File: src/rtl/diff_accumulator.sv
// Accumulates signed 6-bit differences into a saturating 8-bit sum over blocks of
// DEPTH samples, then holds the block report until the consumer takes it.
//
// state     | meaning
// ----------+-----------------------------------------------------------
// ST_ACCUM  | accepting samples, in_ready=1, out_valid=0
// ST_REPORT | block complete, report held until out_ready, in_ready=0
module diff_accumulator #(
    parameter int DEPTH = 8
) (
    input  logic       clk,
    input  logic       reset,
    input  logic       in_valid,
    input  logic [5:0] in_diff,
    output logic       in_ready,
    input  logic       clear,
    input  logic       out_ready,
    output logic       out_valid,
    output logic [7:0] out_sum,
    output logic [3:0] out_count,
    output logic       sat_flag
);

    typedef enum logic {
        ST_ACCUM  = 1'b0,
        ST_REPORT = 1'b1
    } state_t;

    localparam logic [3:0] DEPTH_L = 4'(DEPTH);

    state_t     state;
    logic [8:0] sum_next;
    logic [7:0] sum_clamped;
    logic       sat_hit;
    logic [3:0] count_inc;

    // Nine bits hold any sum of an 8-bit and a 6-bit signed value without wrap,
    // so the top two bits directly tell positive or negative overflow.
    always_comb begin
        sum_next    = {{3{in_diff[5]}}, in_diff} + {out_sum[7], out_sum};
        sum_clamped = sum_next[7:0];
        sat_hit     = 1'b0;
        if (sum_next[8:7] == 2'b01) begin
            sum_clamped = 8'h7F;
            sat_hit     = 1'b1;
        end else if (sum_next[8:7] == 2'b10) begin
            sum_clamped = 8'h80;
            sat_hit     = 1'b1;
        end
        count_inc = out_count + 4'd1;
    end

    always_ff @(posedge clk or posedge reset) begin
        if (reset) begin
            state     <= ST_ACCUM;
            in_ready  <= 1'b1;
            out_valid <= 1'b0;
            out_sum   <= 8'h00;
            out_count <= 4'd0;
            sat_flag  <= 1'b0;
        end else if (clear) begin
            state     <= ST_ACCUM;
            in_ready  <= 1'b1;
            out_valid <= 1'b0;
            out_sum   <= 8'h00;
            out_count <= 4'd0;
            sat_flag  <= 1'b0;
        end else begin
            case (state)
                ST_ACCUM: begin
                    if (in_valid) begin
                        out_sum   <= sum_clamped;
                        out_count <= count_inc;
                        if (sat_hit) begin
                            sat_flag <= 1'b1;
                        end
                        if (count_inc == DEPTH_L) begin
                            state     <= ST_REPORT;
                            in_ready  <= 1'b0;
                            out_valid <= 1'b1;
                        end
                    end
                end
                ST_REPORT: begin
                    // in_ready stays low on the handoff edge, so the next block
                    // cannot start in the same cycle the report is taken.
                    if (out_ready) begin
                        state     <= ST_ACCUM;
                        in_ready  <= 1'b1;
                        out_valid <= 1'b0;
                        out_sum   <= 8'h00;
                        out_count <= 4'd0;
                        sat_flag  <= 1'b0;
                    end
                end
                default: begin
                    state     <= ST_ACCUM;
                    in_ready  <= 1'b1;
                    out_valid <= 1'b0;
                    out_sum   <= 8'h00;
                    out_count <= 4'd0;
                    sat_flag  <= 1'b0;
                end
            endcase
        end
    end

endmodule

File: config.mk
export PLATFORM = sky130hd
export DESIGN_NAME = diff_accumulator
export DESIGN_NICKNAME = d
export VERILOG_FILES = /design/src/rtl/diff_accumulator.sv
export SDC_FILE = /design/constraint.sdc
export NUM_CORES = 1
export LEC_CHECK = 0
export BUFFER_PORTS_ARGS = -buffer_cell sky130_fd_sc_hd__clkbuf_2
export CORE_MARGIN = 2
export CORE_UTILIZATION = 40
export CTS_BUF_LIST = sky130_fd_sc_hd__clkbuf_8 sky130_fd_sc_hd__clkbuf_16
export CTS_CLUSTER_DIAMETER = 120
export DETAILED_ROUTE_END_ITERATION = 7
export PLACE_DENSITY = 0.66
export SETUP_SLACK_MARGIN = 0.5
export SYNTH_ARGS = -nofsm -noshare
export SYNTH_HDL_FRONTEND = slang
export SYNTH_SLANG_ARGS = --single-unit
File: constraint.sdc
create_clock -name clk -period 3 [get_ports clk]
set_clock_uncertainty 0.15 [all_clocks]
set_input_delay 0 -clock clk [delete_from_list [all_inputs] [get_ports clk]]
set_output_delay 0 -clock clk [all_outputs]
set_load 0.01 [all_outputs]
==> out/qor.txt <==
Status = complete, no violations
Startpoint Class = flop
Crit path DAT = 2.96 ns
Mapped Cells = 134
Final hold violation count = 0
EDFF count, synth = 0
Cell Pwr Density = 744 nW/um^2
Mapped Nets = 158
Minimum clock period = 2.92 ns
First-pass GRT wire length = 4830 um
Switching share of power = 40.3%
Vias = 1,175
Routed len/inst = 14.8 um
Max-cap violations = 0
Vias per cell = 5.62
M2 GR Usage = 31.1%
Yosys top cell by area = dfrtp_1
Clk sink count = 16
Synth Cell Area = 1190 sq um
Fmax = 0.342 GHz
DRT iter0 DRCs = 46
Worst-Margin Slew = 0.673 ns
Comb pwr share = 61.6%
Critical Path Source = out_sum[0]
Area contributors post-synth = dfrtp_1, ha_1, o21ai_0
Dominant synthesized flop cell = dfrtp_1
Die area = 3420 sq um
Pin count of the biggest net entering global routing = 17
Synthesis-to-layout area growth = 39.1%
Share of flip-flops with an asynchronous set or reset = 100%
Slowest-stage cell, CP = or4b_4
Die Wd = 58.5 um
Mapped Avg Cell Area = 8.87 sq um
RSZ-0062 raised after global routing = yes
Placed standard-cell area = 1400 sq um
H-tree lvl count = 1
DP HPWL = 2170 um
Internal = 0.734 mW
Hold Path Origin = in_diff[4]
Hold slack = 0.0461 ns
Inst Count DP = 192
Final Cell Area = 1650 sq um
Boundary Pins = 26
Root Buffer Master = clkbuf_8
Setup crit end kind = flop
Net count, final = 203
Fill cell count = 237
Clock Power Share = 13.8%
Seq/Total Area, Yosys = 33.8%
Tcrit/Tclk final = 97.4%
CTS Buf Count = 3
Vias in the first global route = 1,130
Initial antenna violation count = 0
DIE HEIGHT = 58.5 um
Worst hold path class = input pin to flop
Crit path buf inv count = 2
Setup WS post-layout = 0.0769 ns
Switching pwr = 0.496 mW
DR DRC count = 0
Setup TNS = 0 ns
Flop pwr share = 24.6%
Final Max Slew Viols = 0
Crit Path Category = flop to flop
# rows = 19
CTS max path bufs = 2
Busiest grt layer = met2
Worst vdd ir = 556 uV
Data required, critical path = 3.04 ns
Core area = 2780 sq um
Number of iterations in the first detailed-routing pass = 4
Critical-path cell list = ha_2 > inv_2 > fa_2 > nand2b_4 > a21oi_4 > o21a_1 > o21ai_1 > ha_2 > or4b_4 > buf_6 > nor3b_2 > o21ai_1 > nand3_2
Clk slew on worst S/H paths = 0.07 ns
Yosys top cell area share = 31.6%
WL final = 3090 um
Most frequent cell after synthesis = dfrtp_1
M3 GR Usage = 3.74%
Worst r2r src = out_sum[0]
GR Util All Layers = 18.4%
Synthesis Warnings = 0
M1 GR Usage = 22.5%
GPL Wtd Cong = 0.775
Diodes inserted = 0
CTS tree = yes
Global route total overflow = 0
Synth unique cells = 43
Crit path max fanout = 4
Port bufs = 25
Routed Antenna Nets = 0
Final Util = 59.4%
Max incr delay on CP = 0.52 ns
Layout cells sized above 1 = 38.2%
Family with the most delay on the worst path = simple AND/OR/NAND/NOR gates
Synth top cells by count = dfrtp_1, ha_1, nand2_1
Finish-stage setup viols = 0
Post-layout instance count excluding filler cells = 209
Overall power = 1.23 mW
Relative slew slack = 55.1%
Pre-CTS setup slack = -0.0333 ns
Worst skew pair latency = 0.25 ns
Pleak = 0.788 nW
Initial Utilization = 42.7%
Yosys reg bits = 16
-- kinds of logic after synthesis --
logic type / count (synthesis) / synth area share [%]
AO/OA/AOI/OAI: 39 / 21.2
XOR/XNOR: 4 / 2.95
adder cells (fa/ha/maj): 13 / 14.3
buffers and inverters: 14 / 4.84
flip-flops: 16 / 33.8
multiplexers: 3 / 2.74
AND/OR/NAND/NOR: 45 / 20.2
-- worst paths after layout --
path | end | slack, ns | depth (start not counted)
setup / recovery | out_sum[6] | 0.08 | 13
min in group asynchronous | out_count[2] | 0.22 | 3
setup reg to reg | out_sum[6] | 0.08 | 13
hold reg to reg | sat_flag | 0.37 | 2
hold / removal | out_sum[6] | 0.05 | 4
max in group asynchronous | out_sum[6] | 2.05 | 3
-- power groups by stage --
stage                     logic (mW)  registers (mW)  clock network, mW
after floorplan                0.392           0.323                  0
after global placement         0.588           0.303                  0
after detailed placement       0.600           0.305                  0
after CTS                      0.682           0.303              0.173
after global routing           0.830           0.308              0.181
final                          0.758           0.302              0.170
-- flip-flops by register name, indices dropped and copies added (netlist names) --
register	cells
sat_flag	1
in_ready	1
state	1
out_valid	1
out_count	4
out_sum	8
-- layout make-up --
cell class	instances	area, sq um	share of cell area, %
sequential	16	402	24.3
clock buffer	3	41.3	2.50
tap	31	38.8	2.35
inverter	10	37.5	2.27
timing repair buffer	44	279	16.9
multi-input combinational	104	851	51.5
clock inverter	1	3.75	0.227
-- placed cells by master, fill, tap and decap left out, types with 3 or more instances in the layout --
cell type	instances
clkbuf_2	25
dfrtp_1	15
buf_4	15
nand2_1	11
nor2_1	10
inv_1	10
o21ai_0	7
nand2b_1	6
ha_1	6
o21ai_1	5
a21oi_1	4
ha_2	4
a21boi_0	3
nand3_1	3
o21a_1	3
clkbuf_8	3
dlygate4sd3_1	3
-- tightest hold or removal path, cell delays in order --
cell and delay, ns:
clkbuf_2 0.11, ha_4 0.16, o21ai_1 0.09, nand3_2 0.06
-- repair_timing --
item,in CTS,in global routing
setup endpoints to repair,5,5
pin swaps,9,8
hold buffers,3,0
gates resized for setup,8,11
endpoints found under the hold margin,20,0
setup buffers,6,4
-- per-layer routing --
metal  share of wire (%)  vias to the layer above
met5                   0                        -
met4                 2.5                        0
met1                  46                      563
li1                    -                      571
met3                 4.0                       11
met2                  47                       30
Note: power is estimated with default switching activity, not from simulation.
